--- src/rtl/counter_pkg.sv ---
// Shared mode and state encodings for the contador counter and its command sequencer.
package counter_pkg;

    typedef enum logic [1:0] {
        COUNT_UP     = 2'b00,
        COUNT_DOWN   = 2'b01,
        COUNT_3_DOWN = 2'b10,
        CHARGE       = 2'b11
    } mode_t;

    typedef enum logic [2:0] {
        INIT,
        IDLE,
        LOAD,
        VERIFY,
        RUN,
        SETTLE,
        DONE
    } state_t;

endpackage

--- src/rtl/counter_sequencer_if.sv ---
// Requester-side command/response handshake of the counter sequencer.
interface counter_sequencer_if #(
    parameter int WIDTH = 32
);
    logic             cmd_valid;
    logic             cmd_ready;
    logic [1:0]       cmd_op;
    logic [WIDTH-1:0] cmd_data;
    logic             rsp_valid;
    logic             rsp_ready;
    logic [WIDTH-1:0] rsp_q;
    logic [7:0]       rsp_rco;
    logic             rsp_err;
    logic             busy;

    modport master (
        output cmd_valid, cmd_op, cmd_data, rsp_ready,
        input  cmd_ready, rsp_valid, rsp_q, rsp_rco, rsp_err, busy
    );

    modport slave (
        input  cmd_valid, cmd_op, cmd_data, rsp_ready,
        output cmd_ready, rsp_valid, rsp_q, rsp_rco, rsp_err, busy
    );
endinterface

--- src/rtl/counter_expect.sv ---
// Combinational value a healthy counter should hold after N steps in a given mode.
module counter_expect
    import counter_pkg::*;
#(
    parameter int WIDTH = 32
) (
    input  mode_t            op,
    input  logic [WIDTH-1:0] base,
    input  logic [WIDTH-1:0] n,
    output logic [WIDTH-1:0] expected
);

    always_comb begin
        // NOTE: default assignment first so no path leaves expected unassigned (no latch).
        expected = n;
        case (op)
            COUNT_UP:     expected = base + n;
            COUNT_DOWN:   expected = base - n;
            COUNT_3_DOWN: expected = base - n * WIDTH'(3);
            default:      expected = n;
        endcase
    end

endmodule

--- src/rtl/counter_sequencer.sv ---
// Accepts load/count commands, drives the contador inputs, then reports final Q, RCO edges and a check flag.
module counter_sequencer
    import counter_pkg::*;
#(
    parameter int WIDTH        = 32,
    parameter int CNT_LAT      = 2,
    parameter int LOAD_TIMEOUT = 15,
    parameter int INIT_CYC     = 2
) (
    input  logic                clk,
    input  logic                RESET,
    counter_sequencer_if.slave  bus,
    output logic                cnt_RESET,
    output logic                cnt_ENABLE,
    output logic [1:0]          cnt_MODO,
    output logic [WIDTH-1:0]    cnt_D,
    input  logic [WIDTH-1:0]    cnt_Q,
    input  logic                cnt_RCO
);

    state_t           state;
    mode_t            op_q;
    logic [WIDTH-1:0] data_q;
    logic [WIDTH-1:0] base_q;
    logic [WIDTH-1:0] remaining;
    logic [7:0]       tick;
    logic [7:0]       rco_cnt;
    logic             rco_prev;

    logic             counting;
    logic [7:0]       rco_next;
    logic [WIDTH-1:0] expected;

    counter_expect #(.WIDTH(WIDTH)) u_expect (
        .op       (op_q),
        .base     (base_q),
        .n        (data_q),
        .expected (expected)
    );

    // Edges are only accumulated while the counter is being driven for the current command.
    assign counting = (state == LOAD) || (state == VERIFY) || (state == RUN) || (state == SETTLE);
    assign rco_next = (counting && cnt_RCO && !rco_prev && (rco_cnt != 8'hFF)) ? rco_cnt + 8'd1 : rco_cnt;

    // NOTE: all sequential state uses non-blocking assignments so every register sees pre-edge values.
    always_ff @(posedge clk or negedge RESET) begin
        if (!RESET) begin
            state         <= INIT;
            op_q          <= COUNT_UP;
            data_q        <= '0;
            base_q        <= '0;
            remaining     <= '0;
            tick          <= '0;
            rco_cnt       <= '0;
            rco_prev      <= 1'b0;
            cnt_RESET     <= 1'b0;
            cnt_ENABLE    <= 1'b0;
            cnt_MODO      <= CHARGE;
            cnt_D         <= '0;
            bus.cmd_ready <= 1'b0;
            bus.rsp_valid <= 1'b0;
            bus.rsp_q     <= '0;
            bus.rsp_rco   <= '0;
            bus.rsp_err   <= 1'b0;
            bus.busy      <= 1'b0;
        end else begin
            rco_prev <= cnt_RCO;
            rco_cnt  <= rco_next;
            case (state)
                INIT: begin
                    if (tick == 8'(INIT_CYC)) begin
                        tick          <= '0;
                        cnt_RESET     <= 1'b0;
                        bus.busy      <= 1'b0;
                        bus.cmd_ready <= 1'b1;
                        state         <= IDLE;
                    end else begin
                        tick      <= tick + 8'd1;
                        cnt_RESET <= 1'b1;
                        bus.busy  <= 1'b1;
                    end
                end
                IDLE: begin
                    if (bus.cmd_valid && bus.cmd_ready) begin
                        op_q          <= mode_t'(bus.cmd_op);
                        data_q        <= bus.cmd_data;
                        base_q        <= cnt_Q;
                        rco_cnt       <= '0;
                        tick          <= '0;
                        bus.cmd_ready <= 1'b0;
                        bus.busy      <= 1'b1;
                        if (bus.cmd_op == CHARGE) begin
                            cnt_MODO   <= CHARGE;
                            cnt_D      <= bus.cmd_data;
                            cnt_ENABLE <= 1'b1;
                            state      <= LOAD;
                        end else if (bus.cmd_data == '0) begin
                            bus.rsp_valid <= 1'b1;
                            bus.rsp_q     <= cnt_Q;
                            bus.rsp_rco   <= '0;
                            bus.rsp_err   <= 1'b0;
                            state         <= DONE;
                        end else begin
                            cnt_MODO   <= bus.cmd_op;
                            cnt_ENABLE <= 1'b1;
                            remaining  <= bus.cmd_data;
                            state      <= RUN;
                        end
                    end
                end
                LOAD: begin
                    cnt_ENABLE <= 1'b0;
                    state      <= VERIFY;
                end
                VERIFY: begin
                    if ((cnt_Q == data_q) || (tick == 8'(LOAD_TIMEOUT - 1))) begin
                        bus.rsp_valid <= 1'b1;
                        bus.rsp_q     <= cnt_Q;
                        bus.rsp_rco   <= rco_next;
                        bus.rsp_err   <= (cnt_Q != data_q);
                        state         <= DONE;
                    end else begin
                        tick <= tick + 8'd1;
                    end
                end
                RUN: begin
                    if (remaining == WIDTH'(1)) begin
                        cnt_ENABLE <= 1'b0;
                        cnt_MODO   <= CHARGE;
                        tick       <= '0;
                        state      <= SETTLE;
                    end else begin
                        remaining <= remaining - WIDTH'(1);
                    end
                end
                SETTLE: begin
                    if (tick == 8'(CNT_LAT - 1)) begin
                        bus.rsp_valid <= 1'b1;
                        bus.rsp_q     <= cnt_Q;
                        bus.rsp_rco   <= rco_next;
                        bus.rsp_err   <= (cnt_Q != expected);
                        state         <= DONE;
                    end else begin
                        tick <= tick + 8'd1;
                    end
                end
                DONE: begin
                    if (bus.rsp_ready) begin
                        bus.rsp_valid <= 1'b0;
                        bus.cmd_ready <= 1'b1;
                        bus.busy      <= 1'b0;
                        state         <= IDLE;
                    end
                end
                default: state <= INIT;
            endcase
        end
    end

endmodule

--- src/flat_wrapper.sv ---
// flat-port wrapper written by rule: the top's interface ports become plain ports
module counter_sequencer_flat import counter_pkg::*;
#(
    parameter int WIDTH        = 32,
    parameter int CNT_LAT      = 2,
    parameter int LOAD_TIMEOUT = 15,
    parameter int INIT_CYC     = 2
)
  (clk, RESET, cnt_RESET, cnt_ENABLE, cnt_MODO, cnt_D, cnt_Q, cnt_RCO, bus_cmd_valid, bus_cmd_op, bus_cmd_data, bus_rsp_ready, bus_cmd_ready, bus_rsp_valid, bus_rsp_q, bus_rsp_rco, bus_rsp_err, bus_busy);
  counter_sequencer_if #(.WIDTH(WIDTH)) bus_i ();
  input  logic clk;
  input  logic RESET;
  output logic cnt_RESET;
  output logic cnt_ENABLE;
  output logic [1:0] cnt_MODO;
  output logic [WIDTH-1:0] cnt_D;
  input  logic [WIDTH-1:0] cnt_Q;
  input  logic cnt_RCO;
  input wire logic [$bits(bus_i.cmd_valid)-1:0] bus_cmd_valid;
  input wire logic [$bits(bus_i.cmd_op)-1:0] bus_cmd_op;
  input wire logic [$bits(bus_i.cmd_data)-1:0] bus_cmd_data;
  input wire logic [$bits(bus_i.rsp_ready)-1:0] bus_rsp_ready;
  output wire logic [$bits(bus_i.cmd_ready)-1:0] bus_cmd_ready;
  output wire logic [$bits(bus_i.rsp_valid)-1:0] bus_rsp_valid;
  output wire logic [$bits(bus_i.rsp_q)-1:0] bus_rsp_q;
  output wire logic [$bits(bus_i.rsp_rco)-1:0] bus_rsp_rco;
  output wire logic [$bits(bus_i.rsp_err)-1:0] bus_rsp_err;
  output wire logic [$bits(bus_i.busy)-1:0] bus_busy;
  assign bus_i.cmd_valid = bus_cmd_valid;
  assign bus_i.cmd_op = bus_cmd_op;
  assign bus_i.cmd_data = bus_cmd_data;
  assign bus_i.rsp_ready = bus_rsp_ready;
  assign bus_cmd_ready = bus_i.cmd_ready;
  assign bus_rsp_valid = bus_i.rsp_valid;
  assign bus_rsp_q = bus_i.rsp_q;
  assign bus_rsp_rco = bus_i.rsp_rco;
  assign bus_rsp_err = bus_i.rsp_err;
  assign bus_busy = bus_i.busy;
  counter_sequencer #(.WIDTH(WIDTH), .CNT_LAT(CNT_LAT), .LOAD_TIMEOUT(LOAD_TIMEOUT), .INIT_CYC(INIT_CYC)) u_core (.clk(clk), .RESET(RESET), .bus(bus_i), .cnt_RESET(cnt_RESET), .cnt_ENABLE(cnt_ENABLE), .cnt_MODO(cnt_MODO), .cnt_D(cnt_D), .cnt_Q(cnt_Q), .cnt_RCO(cnt_RCO));
endmodule
--- config.mk ---
export PLATFORM = sky130hd
export DESIGN_NAME = counter_sequencer_flat
export DESIGN_NICKNAME = d
export VERILOG_FILES = /design/src/rtl/counter_pkg.sv /design/src/rtl/counter_sequencer_if.sv /design/src/rtl/counter_expect.sv /design/src/rtl/counter_sequencer.sv /design/src/flat_wrapper.sv
export SDC_FILE = /design/constraint.sdc
export NUM_CORES = 1
export LEC_CHECK = 0
export CORE_MARGIN = 2
export CORE_UTILIZATION = 40
export DETAILED_ROUTE_END_ITERATION = 10
export PLACE_DENSITY = 0.65
export RECOVER_POWER = 25
export SYNTH_ARGS = -nofsm -noshare
export SYNTH_HDL_FRONTEND = slang
export SYNTH_SLANG_ARGS = --single-unit
export TNS_END_PERCENT = 1
--- constraint.sdc ---
create_clock -name clk -period 3.9 [get_ports clk]
set_input_delay 0.585 -clock clk [delete_from_list [all_inputs] [get_ports clk]]
set_output_delay 0.585 -clock clk [all_outputs]
set_load 0.02 [all_outputs]
[Word-level counts from Yosys, hierarchy flattened]
Cells that the tools add are included.
Operators by class
  $add $sub $neg: 6
  multipliers: 1
  equality and inequality tests: 30
  muxes and demuxes: 66
  reductions and logical operators: 29
Operators with widths (count)
  $mux 32: 9
  $pmux 32 s3: 2
  $mux 8: 13
  $ne 32x32->1: 2
  $pmux 32 s2: 1
  $sub 32x32->32: 2
  $pmux 8 s5: 1
  $add 32x32->32: 1
  $eq 32x1->1 const B: 1
  $eq 32x32->1: 1
  $logic_not 32->1: 1
  $mul 32x2->32 const B: 1
  $sub 32x1->32 const B: 1
  $pmux 8 s3: 1
  $mux 3: 7
  $pmux 3 s7: 1
  $mux 1: 20
  $ne 2x2->1 const B: 9
  $add 8x1->8 const B: 2
  $pmux 1 s3: 4
  $reduce_and 4->1: 3
  $reduce_and 6->1: 2
  $mux 2: 5
  $reduce_and 5->1: 2
  other kinds (25): 40
Word-level totals
  register bits: 198
  output and inout bits: 80
  bits of input ports: 71

[Logic depth before layout (Yosys ltp)]
Gate-level depths: netlist (run 1).
  depth in word-level cells: 10
  depth in mapped cells: 21

[Cells and area by module]
From an unflattened synthesis (run 1), not the netlist that was laid out.
Unflattened totals
  cells, all modules: 1618
  area total of the unflattened synthesis: 15129.5 um2
By module, submodules not included
  counter_sequencer: area an instance 9869.5 um2, instances 1, cells an instance 915, seq. area each 4957.3 um2
  counter_expect: area an instance 5260.0 um2, instances 1, cells an instance 703, seq. area each 0.0 um2

[Worst setup path after synthesis (run 1)]
Ideal clock, no wire load.
  path kind: register -> register
  start point: reg u_core.data_q[2]
  end point: reg u_core.bus.rsp_err
  period minus slack after synthesis: 4.093 ns
  path slack: -0.193 ns
  data required time: 3.776 ns
  stages on the path, launching flop included: 21
  setup time: 0.124 ns
  arrival time: 3.969 ns
  cell sequence: dfrtp_1 inv_1 ha_1 and4_1 and3_1 and4_1 and4_1 nor2_1 xnor2_1 ha_1 clkbuf_1 a21o_1 a211oi_1 nand2_1 o221ai_1 mux2i_1 a221oi_1 xnor2_1 nor4_1 and4_1 a21oi_1
On the way
  longest elaborated chain between the ends: 6
RTL lines
  start, declared: RTL line counter_sequencer.sv:23  | logic [WIDTH-1:0] data_q;
  start signal, assigned: RTL line counter_sequencer.sv:86  | data_q <= bus.cmd_data;
  $mul 32x2->32: RTL line counter_expect.sv:19  | COUNT_3_DOWN: expected = base - n * WIDTH'(3);
  $sub 32x32->32: RTL line counter_expect.sv:19
  $pmux 32 s3: RTL line counter_expect.sv:16  | case (op)
  $ne 32x32->1: RTL line counter_sequencer.sv:141  | bus.rsp_err <= (cnt_Q != expected);
  $mux 1: RTL line counter_sequencer.sv:137  | if (tick == 8'(CNT_LAT - 1)) begin
  $pmux 1 s3: RTL line counter_sequencer.sv:69  | case (state)
  end signal, assigned: RTL line counter_sequencer.sv:120  | bus.rsp_err <= (cnt_Q != data_q);
  end signal, assigned: RTL line counter_sequencer.sv:141
  end, declared: RTL line counter_sequencer_if.sv:23  | output cmd_ready, rsp_valid, rsp_q, rsp_rco, rsp_err, busy
Parallel ways exist; a longest one is shown, timed or not. The select of a mux whose other input is x is not followed.
A chain may end at the register's enable or synchronous reset.

[Worst setup path after layout (run 1)]
  start point: reg u_core.data_q[3]
  end point: reg u_core.bus.rsp_err
Same word-level chain as after synthesis.

==> results.py, run 1 <==
metrics = {
    "layout": {
        "multi_input_area_um2": 10250,
        "regArea_um2": 4957,
        "synthToLayoutAreaGrowth_pct": 38.10,
        "antennaDiodeCount": 0,
        "nFillCells": 3454,
        "drive_above_1_share": 0.2908,
        "fin_nets": 2422,
        "fin_cells": 2746,
    },
    "synthesis": {
        "ys_seq_area_frac": 0.3214,
        "postSynthAreaPerCell_um2": 8.926,
        "synthTopCellsByArea": "dfrtp_1, ha_1, mux2_2",
        "syn-num-nets": 1928,
        "netlist_area_um2": 15420,
        "synth.most_common_cell": "dfrtp_1",
        "yosysWarnings": 0,
        "synth_ff_type": "dfrtp_1",
        "ys_seq_elements": 198,
        "netlist_instances": 1728,
        "synth_edf_count": 0,
        "synth_top_area_share": 0.3180,
        "async_flop_share": 1.000,
        "synth_largest_area_cell": "dfrtp_1",
        "ys_types": 81,
        "synth_commonest_cells": "dfrtp_1, nand2_1, o21ai_0",
    },
    "timing": {
        "final.setup.tns_ns": -0.3170,
        "fmax_ghz": 0.2371,
        "clock_skew_ns": 0.02265,
        "fin_crit_sh": 1.081,
        "fin_ws_ns": -0.3170,
        "maxSlewViolCount": 99,
        "relSlewSlack": -0.8703,
        "timing.hold.ws_ns": 0.4951,
        "tightest_slew_ns": 2.805,
        "hold_violations": 0,
        "setup_viol": 1,
        "rsz0062_at_grt": "true",
        "final.min_clock_period_ns": 4.217,
    },
    "setup_path": {
        "worstPathArrival_ns": 4.58,
        "crit_path_start_kind": "flop",
        "r2r_end": "u_core.bus.rsp_err$_DFFE_PN0P_",
        "crit_required_ns": 4.27,
        "path_max_fanout": 6,
        "reg2reg_depth": 20,
        "crit_type": "flop to flop",
        "r2r_slack_ns": -0.32,
        "worstSetupEndpointType": "flop",
        "rr_startpoint": "u_core.data_q[3]$_DFFE_PN0P_",
    },
    "clock_tree": {
        "insertion_delay_ns": 0.49,
        "cts_hold_buf": 0,
        "root_buffer": "clkbuf_16",
        "cts_buffer_depth": 2,
        "numCtsBuffers": 17,
        "cts_tree": "yes",
        "cts_sinks": 198,
        "htreeDepth": 4,
        "clkTransAtPathRegs_ns": 0.09,
    },
    "pwr": {
        "switchingPower_mw": 1.092,
        "vdd_ir_drop_max_uv": 340.0,
        "seqPwrFrac": 0.488,
        "powerDensity_nw_per_um2": 197.5,
        "power_leakage_nw": 10.18,
        "p_clk_frac": 0.438,
        "swShare": 0.2597,
        "internal_power_mw": 3.114,
        "power.share.combinational": 0.074,
    },
    "placement": {
        "io_buffer_count": 150,
        "post-place-ws_ns": -0.5763,
        "dp_cells": 2702,
        "gp_congestion": 0.9949,
        "dp_hpwl_um": 45810,
    },
    "floorplan": {
        "num_rows": 71,
        "die_area_um2": 40150,
        "core_area_um2": 37840,
        "initial_core_util": 0.4076,
        "io_pins": 151,
        "chipHeight_um": 200.4,
        "die_x_um": 200.4,
    },
    "global_route": {
        "grt_pass1_wl_um": 90690,
        "grt_pass1_vias": 15835,
        "grt_start_max_net_pins": 99,
        "overflow": 0,
        "grt_use_total": 0.2897,
        "grt_antenna_before_repair": 0,
    },
    "route": {
        "drt-total-wl_um": 58270,
        "avgRoutedWirePerCell_um": 21.22,
        "ant_nets": 0,
        "first_pass_iters": 5,
        "via_per_inst": 5.752,
        "drc_errors": 0,
        "dr_total_vias": 15796,
        "drt_iter0_markers": 1267,
    },
    "outcome": {
        "status": "finished with violations",
        "violations": "capacitance limit, slew limit, setup timing",
    },
    "hold_path": {
        "holdCritStartpoint": "u_core.cnt_MODO[0]$_DFFE_PN1P_",
        "hold_class": "flop to flop",
        "min_to": "u_core.cnt_MODO[0]$_DFFE_PN1P_",
        "hold-path-cell-count": 2,
    },
    "job": {
        "drv_cap": 1,
    },
}
-- cell families after synthesis --
kind of cell,Yosys count,share of synthesized area
AOI/OAI and AO/OA,481,0.1952
muxes,118,0.08510
buffers and inverters,150,0.03723
and+or+nand+nor,522,0.1675
DFF,198,0.3214
xor gates and xnor gates,130,0.07382
adders and majority gates,129,0.1197
-- area by class of cell --
cell class,instances,area share
multi-input cells,1380,0.4814
flip-flops and latches,198,0.2327
repair buffers,563,0.2177
well taps,511,0.03002
clock buffers,19,0.02079
inverters,62,0.01093
clock inverters,13,0.006461
-- flip-flops by register name, indices dropped and copies added (netlist names), 2 cells and up --
signal,flops
u_core.op_q,2
u_core.remaining,32
u_core.base_q,32
u_core.data_q,32
u_core.tick,8
u_core.bus.rsp_rco,8
u_core.bus.rsp_q,32
u_core.rco_cnt,8
u_core.cnt_MODO,2
u_core.state,3
u_core.cnt_D,32
-- worst max-delay path: stages (launching register included) --
cell and delay (ns):
dfrtp_1 0.40, inv_2 0.14, ha_4 0.15, and4b_2 0.27, buf_4 0.16, a41oi_2 0.14, xnor2_1 0.17, ha_1 0.41
buf_4 0.15, and4_1 0.25, nand2b_1 0.07, a211oi_1 0.19, a211oi_1 0.09, xor2_1 0.28, o221a_2 0.25, xor2_1 0.15
o221ai_1 0.14, nor4_2 0.25, buf_4 0.16, and4_4 0.22, a21oi_2 0.05
-- per-stage QoR --
step	total power, mW	utilization	instance area, µm²
floorplan	2.145	-	15440
global placement	2.405	0.5369	20320
detailed placement	2.405	0.5369	20320
CTS	4.244	0.5633	21320
global route	4.325	0.5629	21300
finish	4.206	0.5629	21300
-- layout by cell type (no fill, tap or decap), drive strengths merged, types with 23 or more instances in the layout --
cell           count
nor3              42
a21oi            130
nand2            152
clkbuf            23
dfrtp            196
o21a              23
xnor2            106
nand3             33
mux2             105
nand4             35
inv               66
ha                98
fa                31
buf              410
xor2              24
clkdlybuf4s50    148
nor2             131
o21ai            150
-- power by group through the flow --
stage / Combinational, mW / Sequential (mW) / Clock, mW
finish: 0.311 / 2.05 / 1.84
global route: 0.330 / 2.05 / 1.94
CTS: 0.313 / 2.05 / 1.88
detailed placement: 0.311 / 2.09 / 0
global placement: 0.311 / 2.09 / 0
floorplan: 0.0496 / 2.09 / 0
-- metal layers --
metal	vias up	GRT usage	share of wire
met4	0	0.1196	0.040
met5	-	0	0
met2	727	0.4663	0.46
li1	7257	-	-
met1	7688	0.3867	0.43
met3	124	0.04914	0.074
-- worst max-delay path by stage --
stage | slack [ns] | from | cells past startpoint | endpoint
after floorplan | 0.01 | u_core.data_q[2]$_DFFE_PN0P_ | 20 | u_core.bus.rsp_err$_DFFE_PN0P_
after global routing | -0.55 | u_core.data_q[3]$_DFFE_PN0P_ | 20 | u_core.bus.rsp_err$_DFFE_PN0P_
after CTS | -0.22 | u_core.data_q[3]$_DFFE_PN0P_ | 21 | u_core.bus.rsp_err$_DFFE_PN0P_
after global placement | -0.59 | u_core.data_q[4]$_DFFE_PN0P_ | 20 | u_core.bus.rsp_err$_DFFE_PN0P_
final | -0.32 | u_core.data_q[3]$_DFFE_PN0P_ | 20 | u_core.bus.rsp_err$_DFFE_PN0P_
after detailed placement | -0.58 | u_core.data_q[4]$_DFFE_PN0P_ | 20 | u_core.bus.rsp_err$_DFFE_PN0P_
-- what timing repair did --
action                                  in CTS  in global routing
pin swaps                                   36                  1
endpoints found under the setup margin       1                  1
hold endpoints to repair                     0                  0
resized for setup                           86                  0
setup buffers                               12                  0
Power figures use the tool's default switching activity.
==> run 2: changes to the inputs <==
--- a/config.mk
+++ b/config.mk
@@ -6,11 +6,12 @@
 export NUM_CORES = 1
 export LEC_CHECK = 0
 export CORE_MARGIN = 2
-export CORE_UTILIZATION = 40
+export CORE_UTILIZATION = 45
 export DETAILED_ROUTE_END_ITERATION = 10
-export PLACE_DENSITY = 0.65
+export PLACE_DENSITY = 0.71
 export RECOVER_POWER = 25
 export SYNTH_ARGS = -nofsm -noshare
 export SYNTH_HDL_FRONTEND = slang
+export SYNTH_HIERARCHICAL = 1
 export SYNTH_SLANG_ARGS = --single-unit
 export TNS_END_PERCENT = 1
==> run 2 against run 1 <==
  * The flow still finishes with violations (capacitance limit, slew limit, setup timing)
  * Synthesized area fell by 1.9%
  * Design area shrank 3.8%
  * Setup slack got worse by 0.88 ns
  * Hold slack got worse by 0.0036 ns
  * Register-to-register slack got worse by 0.88 ns
  * Non-clock buffer count shrank 82
  * Die area is 13% lower
  * Count of clock-buffer cells in the layout decreased by 1
  * Critical path depth grew 4
  * First-iteration DRC count up 19%
  * Critical path type unchanged
  * Highest routed layer is now met5
==> results.py, run 2 <==
metrics = {
    "placement": {
        "dpl_cell_area_um2": 19570,
        "gp_congestion": 0.9909,
        "dp_hpwl_um": 41650,
        "io_buffer_count": 150,
        "dp_cells": 2475,
        "post-place-ws_ns": -1.260,
    },
    "setup_path": {
        "slowest_delay_ns": 0.43,
        "crit_family": "compound AO/OA/AOI/OAI gates",
        "path_buf_inv": 2,
        "crit_type": "flop to flop",
        "crit_top_cell": "a21o_1",
        "worstPathArrival_ns": 5.46,
        "critical_path.cell_chain": "inv_4, ha_4, and3_4, and3_4, and4_4, a41oi_4, xnor2_2, ha_1, a21o_1, a21o_1, a21o_1, nand3_2, nand2_2, buf_4, a211o_1, a31oi_2, mux2_4, a221oi_4, o221ai_2, nor4b_2, a31oi_1, nor4_2, nand4_1, a32o_1",
        "crit_path_start_kind": "flop",
        "crit_required_ns": 4.26,
        "path_max_fanout": 4,
        "worstSetupEndpointType": "flop",
        "r2r_slack_ns": -1.20,
        "slowest_stage": "dfrtp_2",
    },
    "clock_tree": {
        "cts_tree": "yes",
        "htreeDepth": 4,
        "cts_sinks": 198,
        "numCtsBuffers": 17,
        "cts_hold_buf": 0,
        "insertion_delay_ns": 0.47,
        "cts_buffer_depth": 2,
        "clkTransAtPathRegs_ns": 0.08,
        "root_buffer": "clkbuf_16",
    },
    "floorplan": {
        "io_pins": 151,
        "die_x_um": 187.4,
        "chipHeight_um": 187.4,
        "num_rows": 67,
        "die_area_um2": 35100,
        "initial_core_util": 0.4546,
        "core_area_um2": 33280,
    },
    "outcome": {
        "violations": "capacitance limit, slew limit, setup timing",
        "status": "finished with violations",
    },
    "global_route": {
        "top_usage_layer": "met2",
        "grt_start_max_net_pins": 93,
        "grt_pass1_wl_um": 83360,
        "grt_use_total": 0.3079,
        "use_met3": 0.06154,
        "overflow": 0,
        "grt_antenna_before_repair": 1,
        "gr-usage-met2": 0.4936,
        "gr-usage-met1": 0.4169,
        "grt_pass1_vias": 14285,
    },
    "synthesis": {
        "synth_compound_area_frac": 0.1860,
        "synth_commonest_cells": "dfrtp_1, nand2_1, mux2_2",
        "synth-xor-area-share": 0.07873,
        "postSynthAreaPerCell_um2": 9.351,
        "netlist_instances": 1618,
        "synth_top_family_by_area": "compound AO/OA/AOI/OAI gates",
        "async_flop_share": 1.000,
        "synth_top_area_share": 0.3242,
        "muxShareOfSynthArea": 0.1063,
        "synthTopCellsByArea": "dfrtp_1, mux2_2, ha_1",
        "netlist_area_um2": 15130,
        "synthSimpleGateAreaFrac": 0.1403,
        "ys_types": 79,
        "ys_seq_elements": 198,
        "synth_largest_area_cell": "dfrtp_1",
        "synth_ff_type": "dfrtp_1",
        "synth.most_common_cell": "dfrtp_1",
        "syn-num-nets": 1820,
        "synth_fa_ha_area_frac": 0.1237,
        "synth_edf_count": 0,
        "yosysWarnings": 6,
        "ys_seq_area_frac": 0.3277,
    },
    "timing": {
        "clock_skew_ns": 0.01451,
        "final.setup.tns_ns": -1.201,
        "hold_violations": 0,
        "relSlewSlack": -0.5190,
        "tightest_slew_ns": 2.279,
        "setup_viol": 1,
        "fmax_ghz": 0.1960,
        "fin_crit_sh": 1.308,
        "maxSlewViolCount": 37,
        "fin_ws_ns": -1.201,
        "rsz0062_at_grt": "true",
        "final.min_clock_period_ns": 5.101,
    },
    "layout": {
        "mostFrequentLayoutCells": "buf_4, dfrtp_1, clkdlybuf4s50_1",
        "fin_cells": 2520,
        "stdcell_area_um2": 20490,
        "fin_nets": 2260,
        "drive_above_1_share": 0.2887,
        "synthToLayoutAreaGrowth_pct": 35.46,
        "layout_commonest_cell": "buf_4",
    },
    "route": {
        "via_per_inst": 5.785,
        "avgRoutedWirePerCell_um": 21.39,
        "ant_nets": 0,
        "dr_total_vias": 14579,
        "drc_errors": 0,
        "first_pass_iters": 7,
        "drt_iter0_markers": 1505,
        "drt-total-wl_um": 53900,
    },
    "job": {
        "drv_cap": 1,
    },
    "hold_path": {
        "hold_class": "flop to flop",
    },
}
run 2: cell count changes in the layout (fill, tap and decap cells not counted), sizes merged, moves of 24 or more:
| cell | delta |
|---|---|
| mux2 | +28 |
| nor2 | -33 |
| a21oi | -24 |
| xnor2 | -40 |
| xor2 | +46 |
| buf | -81 |
| inv | +31 |
| o21ai | -48 |
| nor3 | -27 |
run 2: worst paths after layout:
check	cells past startpoint	end	from
setup / recovery	24	u_core/bus.rsp_err$_DFFE_PN0P_	u_core/data_q[2]$_DFFE_PN0P_
hold reg to reg	2	u_core/bus.rsp_valid$_DFFE_PN0P_	u_core/bus.rsp_valid$_DFFE_PN0P_
hold / removal	2	u_core/bus.rsp_valid$_DFFE_PN0P_	u_core/bus.rsp_valid$_DFFE_PN0P_
min in group asynchronous	1	u_core/bus.rsp_q[25]$_DFFE_PN0P_	RESET
setup reg to reg	24	u_core/bus.rsp_err$_DFFE_PN0P_	u_core/data_q[2]$_DFFE_PN0P_
max in group asynchronous	2	u_core/op_q[0]$_DFFE_PN0P_	RESET
run 2: worst register-to-register path: cells and delay by family (launching register included):
| family | cells | cell delay, ns |
|---|---|---|
| simple gates | 8 | 1.56 |
| flops | 1 | 0.43 |
| buf+inv | 2 | 0.23 |
| xor+xnor | 1 | 0.17 |
| fa+ha+maj | 2 | 0.42 |
| compound gates | 10 | 1.85 |
| mux | 1 | 0.33 |
run 2: timing repair:
item,CTS,global route
pin swaps,36,23
gates resized for setup,32,24
endpoints found under the setup margin,1,1
buffers inserted,3,9
run 2: layout make-up:
type	instances	area, µm²
inverters	89	341.6
fillers	2822	12790
multi-input cells	1271	10010
well taps	448	560.5
diodes	1	2.502
repair buffers	481	4040
flip-flops and latches	198	4965
clock buffers	18	439.2
clock inverters	14	133.9
run 2: logic make-up after synthesis:
kind of cell / Yosys count
compound gates: 427
mux: 144
xor+xnor: 136
simple gates: 433
buf+inv: 149
fa+ha+maj: 131
flops: 198
run 2: per-layer routing:
layer / up-vias / wire [µm]
li1: 6745 / -
met1: 7110 / 23380
met2: 628 / 24830
met3: 94 / 4093
met4: 2 / 1583
met5: - / 13
run 2: per-stage QoR:
step / util / hold WS (ns)
after global placement: 0.5880 / 0.4631
after floorplan: - / 0.2894
after detailed placement: 0.5880 / 0.4676
after global routing: 0.6157 / 0.5214
final: 0.6158 / 0.4915
after CTS: 0.6108 / 0.04091
Power of run 2 is not shown: default switching activity piles up to over one toggle a cycle in this logic, so the estimate is an artifact.
